--- config.mk ---
export PLATFORM = sky130hd
export DESIGN_NAME = traffic_phase_timer
export DESIGN_NICKNAME = d
export VERILOG_FILES = /design/src/rtl/traffic_pkg.sv /design/src/rtl/traffic_phase_timer_prescaler.sv /design/src/rtl/traffic_phase_timer.sv
export SDC_FILE = /design/constraint.sdc
export NUM_CORES = 1
export LEC_CHECK = 0
export CORE_AREA = 2 2 53 55
export CTS_CLUSTER_DIAMETER = 80
export DETAILED_ROUTE_END_ITERATION = 10
export DIE_AREA = 0 0 55 57
export PLACE_DENSITY = 0.81
export SYNTH_ARGS = -nofsm -noshare
export SYNTH_HDL_FRONTEND = slang
export SYNTH_SLANG_ARGS = --single-unit
--- constraint.sdc ---
create_clock -name clk -period 3.8 [get_ports clk]
set_clock_uncertainty 0.15 [all_clocks]
set_input_delay 0.57 -clock clk [delete_from_list [all_inputs] [get_ports clk]]
set_output_delay 0.57 -clock clk [all_outputs]
set_load 0.005 [all_outputs]
--- src/rtl/traffic_pkg.sv ---
// rtl/traffic_pkg.sv - shared phase codes, lamp constants and phase-order helper for the traffic blocks
package traffic_pkg;

    typedef enum logic [1:0] {
        RED    = 2'd0,
        GREEN  = 2'd1,
        YELLOW = 2'd2
    } phase_t;

    localparam logic [2:0] LAMP_RED    = 3'b100;
    localparam logic [2:0] LAMP_YELLOW = 3'b010;
    localparam logic [2:0] LAMP_GREEN  = 3'b001;

    // RED -> GREEN -> YELLOW -> RED; anything unexpected recovers to RED
    function automatic phase_t next_phase(input phase_t p);
        case (p)
            RED:     return GREEN;
            GREEN:   return YELLOW;
            default: return RED;
        endcase
    endfunction

endpackage

--- src/rtl/traffic_phase_timer_prescaler.sv ---
// rtl/traffic_phase_timer_prescaler.sv - tick_prescaler: divides clk by CLK_DIV into a registered one-cycle tick
module tick_prescaler #(
    parameter int CLK_DIV = 1000
) (
    input  logic clk,
    input  logic reset_n,
    input  logic enable,
    output logic tick
);

    localparam int CW = (CLK_DIV > 1) ? $clog2(CLK_DIV) : 1;
    localparam logic [CW-1:0] LAST = CW'(CLK_DIV - 1);

    logic [CW-1:0] r_cnt;
    logic          r_tick;

    // count 0..CLK_DIV-1 while enabled; tick follows the terminal count by one cycle
    always_ff @(posedge clk or negedge reset_n) begin
        if (!reset_n) begin
            r_cnt  <= '0;
            r_tick <= 1'b0;
        end else if (enable) begin
            if (r_cnt == LAST) begin
                r_cnt  <= '0;
                r_tick <= 1'b1;
            end else begin
                r_cnt  <= r_cnt + 1'b1;
                r_tick <= 1'b0;
            end
        end else begin
            r_tick <= 1'b0;
        end
    end

    assign tick = r_tick;

endmodule

--- src/rtl/traffic_phase_timer.sv ---
// rtl/traffic_phase_timer.sv - phase dwell timer with pedestrian shortening/extension; TRAFFIC_FLASH_EN adds flash mode
module traffic_phase_timer
    import traffic_pkg::*;
#(
    parameter int CLK_DIV       = 1000,
    parameter int CNT_W         = 8,
    parameter int RED_TICKS     = 30,
    parameter int GREEN_TICKS   = 25,
    parameter int YELLOW_TICKS  = 5,
    parameter int PED_EXT_TICKS = 10,
    parameter int PED_GREEN_MAX = 3
) (
    input  logic             clk,
    input  logic             reset_n,
    input  logic             enable,
    input  logic             ped_req,
`ifdef TRAFFIC_FLASH_EN
    input  logic             flash_mode,
    output logic             flash_lamp,
`endif
    output logic             ped_ack,
    output logic [1:0]       phase,
    output logic             advance,
    output logic             tick,
    output logic [CNT_W-1:0] remaining
);

    localparam logic [1:0] S_RED    = RED;
    localparam logic [1:0] S_GREEN  = GREEN;
    localparam logic [1:0] S_YELLOW = YELLOW;
    localparam logic [1:0] S_BAD    = 2'd3;

    localparam logic [CNT_W-1:0] RED_LOAD    = CNT_W'(RED_TICKS - 1);
    localparam logic [CNT_W-1:0] RED_EXT     = CNT_W'(RED_TICKS + PED_EXT_TICKS - 1);
    localparam logic [CNT_W-1:0] GREEN_LOAD  = CNT_W'(GREEN_TICKS - 1);
    localparam logic [CNT_W-1:0] YELLOW_LOAD = CNT_W'(YELLOW_TICKS - 1);
    localparam logic [CNT_W-1:0] GREEN_CLAMP = CNT_W'(PED_GREEN_MAX - 1);

    logic             w_tick;
    logic             w_step;
    logic [1:0]       r_phase, w_phase_n;
    logic [CNT_W-1:0] r_rem, w_rem_n;
    logic             r_adv, w_adv_n;
    logic             r_ack, w_ack_n;
    logic             r_pend, w_pend_n;
    logic             w_enter_red;
    logic             w_grant;
`ifdef TRAFFIC_FLASH_EN
    logic             r_flash_d;
    logic             r_lamp, w_lamp_n;
`endif

    tick_prescaler #(
        .CLK_DIV (CLK_DIV)
    ) u_prescaler (
        .clk     (clk),
        .reset_n (reset_n),
        .enable  (enable),
        .tick    (w_tick)
    );

    // a tick only counts while running, so a hold never consumes dwell time
    assign w_step = w_tick & enable;

    // next phase, dwell count, strobes and pedestrian bookkeeping
    always_comb begin
        w_phase_n   = r_phase;
        w_rem_n     = r_rem;
        w_adv_n     = 1'b0;
        w_ack_n     = 1'b0;
        w_enter_red = 1'b0;
        w_grant     = 1'b0;
`ifdef TRAFFIC_FLASH_EN
        w_lamp_n    = r_lamp;
        if (flash_mode) begin
            w_phase_n = S_YELLOW;
            if (w_step) begin
                w_lamp_n = ~r_lamp;
            end
        end else if (r_flash_d) begin
            w_lamp_n    = 1'b0;
            w_phase_n   = S_RED;
            w_adv_n     = 1'b1;
            w_enter_red = 1'b1;
        end else
`endif
        if (r_phase == S_BAD) begin
            w_phase_n = S_RED;
            w_rem_n   = RED_LOAD;
            w_adv_n   = 1'b1;
        end else if (w_step) begin
            if (r_rem != '0) begin
                w_rem_n = r_rem - 1'b1;
            end else begin
                w_phase_n = next_phase(phase_t'(r_phase));
                w_adv_n   = 1'b1;
                case (w_phase_n)
                    S_GREEN:  w_rem_n = GREEN_LOAD;
                    S_YELLOW: w_rem_n = YELLOW_LOAD;
                    default:  w_enter_red = 1'b1;
                endcase
            end
        end
        // a pending request buys the extended RED exactly once, on entry
        if (w_enter_red) begin
            if (r_pend) begin
                w_rem_n = RED_EXT;
                w_ack_n = 1'b1;
                w_grant = 1'b1;
            end else begin
                w_rem_n = RED_LOAD;
            end
        end
        // pending request cuts GREEN short, including the edge that enters it
        if (r_pend && (w_phase_n == S_GREEN) && (w_rem_n > GREEN_CLAMP)) begin
            w_rem_n = GREEN_CLAMP;
        end
        // a request seen on the grant edge survives to earn another service
        w_pend_n = (r_pend & ~w_grant) | ped_req;
    end

    // state and registered outputs
    always_ff @(posedge clk or negedge reset_n) begin
        if (!reset_n) begin
            r_phase   <= S_RED;
            r_rem     <= RED_LOAD;
            r_adv     <= 1'b0;
            r_ack     <= 1'b0;
            r_pend    <= 1'b0;
`ifdef TRAFFIC_FLASH_EN
            r_flash_d <= 1'b0;
            r_lamp    <= 1'b0;
`endif
        end else begin
            r_phase   <= w_phase_n;
            r_rem     <= w_rem_n;
            r_adv     <= w_adv_n;
            r_ack     <= w_ack_n;
            r_pend    <= w_pend_n;
`ifdef TRAFFIC_FLASH_EN
            r_flash_d <= flash_mode;
            r_lamp    <= w_lamp_n;
`endif
        end
    end

    assign phase     = r_phase;
    assign remaining = r_rem;
    assign advance   = r_adv;
    assign ped_ack   = r_ack;
    assign tick      = w_tick;
`ifdef TRAFFIC_FLASH_EN
    assign flash_lamp = r_lamp;
`endif

endmodule

* Word-level counts from Yosys, hierarchy flattened
Index checks and enable logic that the tools add are counted. W data, S select, Z words.
Word-level totals: register bits after elaboration 24, bits in latches 0, memory bits (writable) 0, memory bits (read-only) 0, output and inout port bits 13, memories kept 0
Operators by class: add/sub/neg operators 2, $mul 0, div/mod/pow operators 0, $lt $le $gt $ge 1, equal/unequal tests 6, shift operators 0, mux-type cells 26, bitwise gates (word level) 4, reduce and logical (&&, ||, !) cells 5
Operator list (count):
- $mux W8 | 5
- $pmux W8 S2 | 1
- $mux W2 | 6
- $mux W1 | 11
- $add A10 B1 Y10 const B | 1
- $eq A10 B10 Y1 const B | 1
- $mux W10 | 1
- $gt A8 B2 Y1 const B | 1
- $reduce_bool A8 Y1 | 1
- $sub A8 B1 Y8 const B | 1
- $eq A2 B1 Y1 const B | 3
- $mux W6 | 1
- $eq A2 B2 Y1 const B | 2
- $pmux W2 S2 | 1
- $and A1 B1 Y1 | 2
- $logic_and A1 B1 Y1 | 2
- $logic_not A2 Y1 | 1
- $reduce_or A2 Y1 | 1
- $not A1 Y1 | 1
- $or A1 B1 Y1 | 1

* Longest topological paths before layout
depth in word-level cells 15, gate-level depth with buffers 8, mapped depth without buffers 8

* By module
A second synthesis with hierarchy kept.
Unflattened totals: cells, all modules 155, area, all modules 1455.1 µm²
By module, submodules not included:
- traffic_phase_timer | instances 1, cells each 103, area each 923.4 µm², seq. area each 330.3 µm²
- tick_prescaler | instances 1, cells each 52, area each 531.8 µm², seq. area each 275.3 µm²

* Worst setup path before layout
Ideal clock, no wire load.
kind reg-to-reg, from register r_rem[1], in the netlist remaining[1], to register r_rem[3], in the netlist remaining[3], library setup time 0.085 ns, arrival 2.184 ns, slack 1.381 ns, stages on the path, launching flop included 9, cell sequence dfrtp_1 inv_1 ha_1 or4b_4 or4_4 o311ai_2 nand3_1 a21boi_0 nor3b_1
On the way: word-level cells in the longest chain between the ends 8, elaborated cells between the ends (all ways) 18, classes of those cells add/sub (1); order compare (1); eq/ne (1); mux (12); reduce/logical (3)
RTL lines:
- start: declaration | line traffic_phase_timer.sv:42 | logic [CNT_W-1:0] r_rem, w_rem_n;
- start signal: assignment | line traffic_phase_timer.sv:136 | r_rem <= w_rem_n;
- $sub A8 B1 Y8, or another cell as far along | line traffic_phase_timer.sv:93 | w_rem_n = r_rem - 1'b1;
- $mux W8, or another cell as far along | line traffic_phase_timer.sv:92 | if (r_rem != '0) begin
- $mux W8, or another cell as far along | line traffic_phase_timer.sv:91 | end else if (w_step) begin
- $mux W8, or another cell as far along | line traffic_phase_timer.sv:87 | if (r_phase == S_BAD) begin
- $mux W8 / $eq A2 B1 Y1 (equally long branches) | line traffic_phase_timer.sv:105, traffic_phase_timer.sv:115
- $gt A8 B2 Y1 / $logic_and A1 B1 Y1 (equally long branches) | line traffic_phase_timer.sv:115 | if (r_pend && (w_phase_n == S_GREEN) && (w_rem_n > GREEN_CLAMP)) begin
- $logic_and A1 B1 Y1 | line traffic_phase_timer.sv:115
- $mux W8 * | line traffic_phase_timer.sv:115
- net w_rem_n[3] | line traffic_phase_timer.sv:42
The timed path passes the listed nets; every way through them passes the cells marked *. A chain may end at the register's enable or synchronous reset.

* Worst setup path after layout
from register r_rem[1], in the netlist remaining[1], to register r_rem[1], in the netlist remaining[1]
The elaborated chain is that of the path after synthesis.

==> results.sh <==
export IMPL_outcome="finished, final reports clean"
export IMPL_synthArstFlopShare_pct=100.0
export IMPL_cts_resized=0
export IMPL_drive_above_1_share_pct=10.40
export IMPL_grt_pass1_wl_mm=5.492
export IMPL_cp_required_ns=3.88
export IMPL_critPathCaptureType="flip-flop"
export IMPL_start_util_pct=55.79
export IMPL_cellPowerDensity_nw_per_um2=326.2
export IMPL_seq_area_frac_synth_pct=41.51
export IMPL_whs_endpoint="u_prescaler.r_cnt[0]$_DFFE_PN0P_"
export IMPL_grt_max_degree=25
export IMPL_fp_row_count=19
export IMPL_syn_area_per_cell_um2=9.234
export IMPL_insertion_delay_ns=0.32
export IMPL_regToRegEndpoint="remaining[1]$_DFF_PN0_"
export IMPL_pwr_share_clk_pct=34.0
export IMPL_globalRouteTotalUtil_pct=24.05
export IMPL_switching_power_uw=139.1
export IMPL_rsz0062_at_grt="no"
export IMPL_switching_share_pct=25.22
export IMPL_finalCriticalPeriod_ns=2.772
export IMPL_min_period_over_period_pct=72.96
export IMPL_area_growth_pct=15.87
export IMPL_synth_cells=158
export IMPL_cell_internal_pwr_uw=412.4
export IMPL_yosysUniqueCellTypes=51
export IMPL_n_antenna_cell=0
export IMPL_synthFlopType="dfrtp_1"
export IMPL_drtPass1Iterations=7
export IMPL_htree_num_levels=1
export IMPL_vias=1250
export IMPL_die_y_um=57
export IMPL_max_freq_mhz=360.7
export IMPL_synth_area_top_cells="dfrtp_1 (34%), dfstp_2 (7.2%), nand2_1 (5.4%)"
export IMPL_path_clk_slew_ns=0.14
export IMPL_viasPerCell=6.127
export IMPL_p_leak_nw=0.6754
export IMPL_dieArea_um2=3135
export IMPL_yosysWarnings=0
export IMPL_yosys_area_top_type="dfrtp_1"
export IMPL_drc=0
export IMPL_layout_common_cells="nand2_1 (21), dfrtp_1 (20), clkdlybuf4s50_1 (16)"
export IMPL_ios=17
export IMPL_hold_viol=0
export IMPL_setup_tns_ns=0
export IMPL_die_x_um=55
export IMPL_r2r_cells=8
export IMPL_hold_start="u_prescaler.r_cnt[0]$_DFFE_PN0P_"
export IMPL_io_buffer_count=16
export IMPL_wire_per_inst_um=15.99
export IMPL_clock_sinks=24
export IMPL_grt_pass1_vias=1219
export IMPL_ys_ff_latch=24
export IMPL_start_kind="flip-flop"
export IMPL_drtAntennaViolNets=0
export IMPL_gp_congestion=0.9544
export IMPL_cap_violations=0
export IMPL_hp_class="reg2reg"
export IMPL_place_area_um2=1638
export IMPL_coreArea_um2=2615
export IMPL_postLayoutCellArea_um2=1690
export IMPL_whs_path_depth=1
export IMPL_r2r_start="remaining[1]$_DFF_PN0_"
export IMPL_slew_violations=0
export IMPL_cp_arrival_ns=2.85
export IMPL_totalWireLength_mm=3.261
export IMPL_antenna_found_initial=0
export IMPL_cts_path_max_buffers=2
export IMPL_grt_ovfl_total=0
export IMPL_ir_drop_uv=263.7
export IMPL_nNetsFinal=181
export IMPL_hpwl_mm=2.438
export IMPL_cts_buffers=3
export IMPL_netlist_area_um2=1459
export IMPL_pwr_share_comb_pct=9.4
export IMPL_seq_power_share_pct=56.6
export IMPL_setup_viol=0
export IMPL_cts_root_buf="clkbuf_4"
export IMPL_tritoncts="done"
export IMPL_synth_edff_count=0
export IMPL_syn_nets=165
export IMPL_crit_type="reg2reg"
export IMPL_holdBufCountCts=0
export IMPL_final_common_cell="nand2_1"
export IMPL_drt_initial_drc_count=80
export IMPL_synth_top_area_share_pct=34.31
export IMPL_slew_headroom_pct=29.88
export IMPL_cp_max_fo=6
export IMPL_r2r_slack_ns=1.03
export IMPL_worst_slew_pin_slew_ns=1.048
export IMPL_postCtsSetupRepairBufs=0
==> worst max-delay path by stage <==
stage | from | endpoint | slack [ns] | cells past startpoint
floorplan | remaining[1]$_DFF_PN0_ | remaining[3]$_DFF_PN1_ | 1.38 | 8
global placement | enable | remaining[1]$_DFF_PN0_ | 0.76 | 7
detailed placement | enable | remaining[1]$_DFF_PN0_ | 0.75 | 7
CTS | enable | remaining[1]$_DFF_PN0_ | 1.08 | 7
global route | remaining[1]$_DFF_PN0_ | remaining[1]$_DFF_PN0_ | 0.86 | 8
finish | remaining[1]$_DFF_PN0_ | remaining[1]$_DFF_PN0_ | 1.03 | 8
==> cell type report <==
type	count	area [um^2]
timing repair buffer	16	160.2
clock inverter	1	30.03
multi-input combinational	123	810.8
tap	31	38.79
inverter	6	22.52
fill	223	924.6
sequential	24	605.6
clock buffer	3	22.52
==> routing by layer <==
layer / up-vias / part of all wire, % / global-route usage (%)
li1: 607 / - / -
met1: 574 / 45 / 33.56
met2: 59 / 46 / 35.88
met3: 10 / 6.4 / 5.497
met4: 0 / 2.5 / 9.756
met5: - / 0 / 0
==> flip-flops by register name, indices dropped and copies added, names as in the netlist <==
| name | count |
|---|---|
| ped_ack | 1 |
| phase | 2 |
| u_prescaler.tick | 1 |
| u_prescaler.r_cnt | 10 |
| advance | 1 |
| remaining | 8 |
| r_pend | 1 |
==> Yosys cell counts, types with 4 or more instances <==
master and number:
nand3_1 13, clkbuf_1 4, nand4_1 5, dfstp_2 4, inv_1 6, nor3_1 6, o21ai_0 4, dfrtp_1 20
xnor2_1 5, nand2_1 21, a21oi_1 5, nor2_1 11
==> worst max-delay path, cell delays in order (launching register included) <==
cell and delay (ns):
dfrtp_1 0.47, inv_1 0.10, ha_1 0.17, nor4b_1 0.56, nand3_1 0.36, mux2i_1 0.20
o22ai_1 0.27, a31oi_2 0.16, or2_1 0.23
==> power groups by stage <==
stage | clock network [mW] | logic, mW | registers [mW]
floorplan | 0 | 0.0375 | 0.308
global placement | 0 | 0.0491 | 0.313
detailed placement | 0 | 0.0525 | 0.315
CTS | 0.192 | 0.0526 | 0.311
global route | 0.199 | 0.0596 | 0.315
finish | 0.188 | 0.0520 | 0.312
==> cell families (layout without fill, tap and decap cells) <==
kind of cell               Yosys count  in the layout  synth area share, %
and+or+nand+nor                     77             77                29.33
AOI/OAI and AO/OA                   31             31                16.04
DFF                                 24             24                41.51
buffers and inverters               11             26                2.915
xor gates and xnor gates             8              8                4.803
muxes                                4              4                2.830
adders and majority gates            3              3                2.573
==> metrics by stage <==
stage               total power, mW  cells  setup slack [ns]  hold slack, ns  util [%]
floorplan                    0.3453    158             1.381          0.1244         -
global placement             0.3621    200            0.7593          0.3441     62.63
detailed placement           0.3678    200            0.7495          0.3513     62.63
CTS                          0.5554    204             1.081          0.3703     64.64
global route                 0.5738    204            0.8640          0.4203     64.64
finish                       0.5514    204             1.028          0.3672     64.64
(Power assumes the default switching activity.)
==> patch 1, RTL diff (same settings) <==
`CLK_DIV` is set to 1000 in 2 places; all go to 250.
--- a/src/rtl/traffic_phase_timer_prescaler.sv
+++ b/src/rtl/traffic_phase_timer_prescaler.sv
@@ -1,6 +1,6 @@
 // rtl/traffic_phase_timer_prescaler.sv - tick_prescaler: divides clk by CLK_DIV into a registered one-cycle tick
 module tick_prescaler #(
-    parameter int CLK_DIV = 1000
+    parameter int CLK_DIV = 250
 ) (
     input  logic clk,
     input  logic reset_n,
--- a/src/rtl/traffic_phase_timer.sv
+++ b/src/rtl/traffic_phase_timer.sv
@@ -2,7 +2,7 @@
 module traffic_phase_timer
     import traffic_pkg::*;
 #(
-    parameter int CLK_DIV       = 1000,
+    parameter int CLK_DIV       = 250,
     parameter int CNT_W         = 8,
     parameter int RED_TICKS     = 30,
     parameter int GREEN_TICKS   = 25,
Check against the original RTL: no difference found for any inputs over 10 cycles, from zero or initial values and one cycle with reset_n low; that may be too few to reach the edited logic, so the function may still have changed.
==> patch 1 against the original RTL <==
Critical path depth shrank 2; setup slack gained 0.069 ns; clock power shrank 32%; power shrank 15%; register-to-register slack gained 0.31 ns; cell area shrank 7.4%; worst hold slack gained 0.039 ns; area after synthesis shrank 6.3%; sequential cell count shrank 2; combinational power grew 2%; final cell count shrank 7.8%; sequential power shrank 8.3%; wire length shrank 6.4%; largest power group unchanged.
==> patch 1: results (changes against the original RTL) <==
Clk power=0.000127 W (-32%); slew margin rel.=34.0% (+4.1 points); Slew Limit Fails=0 (unchanged); reg2reg setup slack=1.34 ns (+0.31 ns); Post-synth top cells=dfrtp_1, nand2_1, nor2_1; complex-gate fraction of the synthesized area=20.8% (+4.7 points); Leak Pwr=0.639 nW (-5.4%); Seq group=0.000286 W (-8.3%); Clock transition at path regs=0.12 ns (-0.02 ns); largest net degree at the start of global routing=23 (-8.0%); First-pass DRT Iterations=4 (-3); Skew-Pair Late Insertion Delay=0.30 ns (-0.02 ns); share of layout cells above drive strength 1=10.2% (-0.21 points); met1 wire length=1.45 mm (-1.9%); initial DRC count=62 (-23%); DP Worst Slack=0.793 ns (+0.0430 ns); Peak VDD IR=0.229 mV (-13%); Mapped Cells=144 (-8.9%); final hold slack=0.406 ns (+0.0392 ns); gr usage total=21.7% (-2.4 points); Net Sw Frac=26.2% (+0.96 points); routed wire length=3.05 mm (-6.4%); post-synth cell types=52 (+2.0%); gp weighted congestion=0.973 (+2.0%); status=complete, no violations; syn nets=152 (-7.9%); Synth Area in Adders=3.66% (+1.1 points); Layout Nets=166 (-8.3%); number of global-route vias before repair=1067 (-12%); Cell Area, Placed=0.00153 mm2 (-6.6%); WL/cell=16.2 um (+1.5%); slowest CP cell=clkdlybuf4s50_1; post-synthesis xor/xnor area fraction=3.20% (-1.6 points); dpl cells=184 (-8.0%); drt via density=6.34 (+3.5%); crit path time final=2.70 ns (-0.0695 ns); sw power=0.000122 W (-12%); sequential share of the synthesized area=40.6% (-0.89 points); hpwl dp=2.18 mm (-11%); largest cells by area after synthesis=dfrtp_1, dfstp_2, ha_1; Max stage delay on crit path=0.69 ns (+0.13 ns); metal3 WL=159 um (-24%); mux cell area share after synthesis=1.56% (-1.3 points); post-route ant nets=0 (unchanged)
[patch 1: cell count changes in the layout (fill, tap and decap cells not counted), sizes merged, moves of 3 or more]
cell / delta
nand3: -9
a21boi: -3
a2111oi: +4
nand2: -8
[patch 1: path summary, 6_finish.rpt]
check,startpoint,to,cells past startpoint
setup / recovery,enable,remaining[0],6
hold / removal,u_prescaler.r_cnt[0],u_prescaler.r_cnt[0],1
setup reg to reg,remaining[0],remaining[0],7
hold reg to reg,u_prescaler.r_cnt[0],u_prescaler.r_cnt[0],1
max in group asynchronous,reset_n,remaining[6],1
min in group asynchronous,reset_n,remaining[1],1
[patch 1: layout make-up]
type / instances / area (um2)
clock buffer: 4 / 36.3
fill: 219 / 1050
inverter: 6 / 22.5
multi-input combinational: 108 / 744
sequential: 22 / 556
tap: 31 / 38.8
timing repair buffer: 17 / 168
[patch 1: metal layers]
layer / global-route usage [%] / up-vias
met1: 34.4 / 577
met2: 29.3 / 48
met4: 8.36 / 0
met3: 3.66 / 5
met5: 0 / -
li1: - / 562
==> patch 2, RTL diff (same flow settings) <==
Made on the original files. Make the reset (`reset_n`) synchronous in 2 clocked blocks.
--- a/src/rtl/traffic_phase_timer_prescaler.sv
+++ b/src/rtl/traffic_phase_timer_prescaler.sv
@@ -15,7 +15,7 @@
     logic          r_tick;
 
     // count 0..CLK_DIV-1 while enabled; tick follows the terminal count by one cycle
-    always_ff @(posedge clk or negedge reset_n) begin
+    always_ff @(posedge clk) begin
         if (!reset_n) begin
             r_cnt  <= '0;
             r_tick <= 1'b0;
--- a/src/rtl/traffic_phase_timer.sv
+++ b/src/rtl/traffic_phase_timer.sv
@@ -120,7 +120,7 @@
     end
 
     // state and registered outputs
-    always_ff @(posedge clk or negedge reset_n) begin
+    always_ff @(posedge clk) begin
         if (!reset_n) begin
             r_phase   <= S_RED;
             r_rem     <= RED_LOAD;
Behaviour: no difference found for any inputs over 10 cycles, from zero or initial values and one cycle with reset_n low; that may be too few to reach the edited logic, so the function may still have changed.
==> patch 2 against the original RTL <==
Non-clock buffer count did not move; cell area fell by 7.9%; combinational power fell by 20%; largest power group unchanged; sequential cell count did not move; wire length rose by 3.3%; power fell by 11%; critical endpoint is now remaining[1]; critical path type is now in -> reg; utilization fell by 5.1 points; synthesized cell count rose by 5.1%; first-iteration DRC count fell by 15%; sequential share of layout area fell by 5.0 points; area after synthesis fell by 8.1%; setup slack improved by 0.024 ns.
==> patch 2: results (changes against the original RTL) <==
status=complete, no violations; # fillers=255 (+14%); syn nets=172 (+4.2%); max reg flops=10 (unchanged); post-synth cell types=48 (-5.9%); Post-synth top cells=nor2_1, dfxtp_1, nand2_1; Net Sw Frac=21.3% (-3.9 points); drt via density=6.28 (+2.5%); Peak VDD IR=0.265 mV (+0.70%); largest net degree at the start of global routing=17 (-32%); mux cell area share after synthesis=1.49% (-1.3 points); Clock transition at path regs=0.14 ns (about the same); Max FO, Critical Path=9 (+3); gr usage total=24.2% (+0.18 points); Synth Area in Adders=1.87% (-0.71 points); share of layout cells above drive strength 1=6.67% (-3.7 points); complex-gate fraction of the synthesized area=21.8% (+5.8 points); initial antenna violation count=0 (unchanged); FFs w/ async S/R, synth=0% (-100 points); WL/cell=16.0 um (-0.15%); Leak Pwr=0.566 nW (-16%); First-pass DRT Iterations=5 (-2); hpwl dp=2.53 mm (+3.8%); post-synthesis xor/xnor area fraction=5.88% (+1.1 points); slew margin rel.=53.8% (+24 points); gp weighted congestion=1.08 (+13%); Layout Nets=187 (+3.3%); number of global-route vias before repair=1274 (+4.5%); Cell Area, Placed=0.00150 mm2 (-8.2%); first-pass GRT wire length=5.73 mm (+4.4%); top_reg_cell synth=dfxtp_1; largest cells by area after synthesis=dfxtp_1, nor2_1, nand2_1; initial DRC count=68 (-15%)
[patch 2: layout make-up]
type                            instances  area share, %
Timing Repair Buffer                   16           10.3
Clock buffer                            3           1.45
Sequential cell                        24           30.9
Clock inverter                          1           1.93
Tap cell                               31           2.49
Inverter                                7           1.69
Multi-Input combinational cell        129           51.3
[patch 2: cell families after synthesis]
family | after synthesis
multiplexers | 2
AND/OR/NAND/NOR | 74
adder cells (fa/ha/maj) | 2
XOR/XNOR | 9
AO/OA/AOI/OAI | 42
flip-flops | 24
buffers and inverters | 13
[patch 2: power by group through the flow]
| stage | clock [W] | combinational, W | sequential (W) |
|---|---|---|---|
| 2_1_floorplan | 0 | 0.0000301 | 0.000268 |
| 3_3_place_gp | 0 | 0.0000401 | 0.000271 |
| 3_5_place_dp | 0 | 0.0000414 | 0.000271 |
| 4_1_cts | 0.000185 | 0.0000418 | 0.000266 |
| 5_1_grt | 0.000195 | 0.0000474 | 0.000267 |
| 6_report | 0.000182 | 0.0000415 | 0.000266 |
[patch 2: path summary, 6_finish.rpt]
kind,endpoint,depth (start not counted),start,slack (ns)
worst max-delay path,remaining[1],6,enable,1.05
worst min register to register,u_prescaler.tick,2,u_prescaler.r_cnt[9],0.38
worst max register to register,remaining[1],7,remaining[0],1.07
worst min-delay path,u_prescaler.tick,2,u_prescaler.r_cnt[9],0.38
[patch 2: through the flow]
stage          cells  util, %  setup WS (ns)
6_report         211     59.5           1.05
3_5_place_dp     207     57.5          0.769
5_1_grt          211     59.5          0.810
2_1_floorplan    166        -           1.52
4_1_cts          211     59.5           1.10
3_3_place_gp     207     57.5          0.875
[patch 2: worst max-delay path, cell delays in order]
cell and delay [ns]:
clkdlybuf4s50_1 0.69, nand3b_1 0.29, or4_4 0.56, a21oi_2 0.19
nand4_1 0.16, o311a_1 0.36
[patch 2: per-layer routing]
layer	share of wire [%]	GRT usage (%)	up-vias
met1	41	29.8	630
li1	-	-	632
met2	53	42.7	57
met5	0	0	-
met3	5.7	2.09	6
met4	0.62	8.71	0
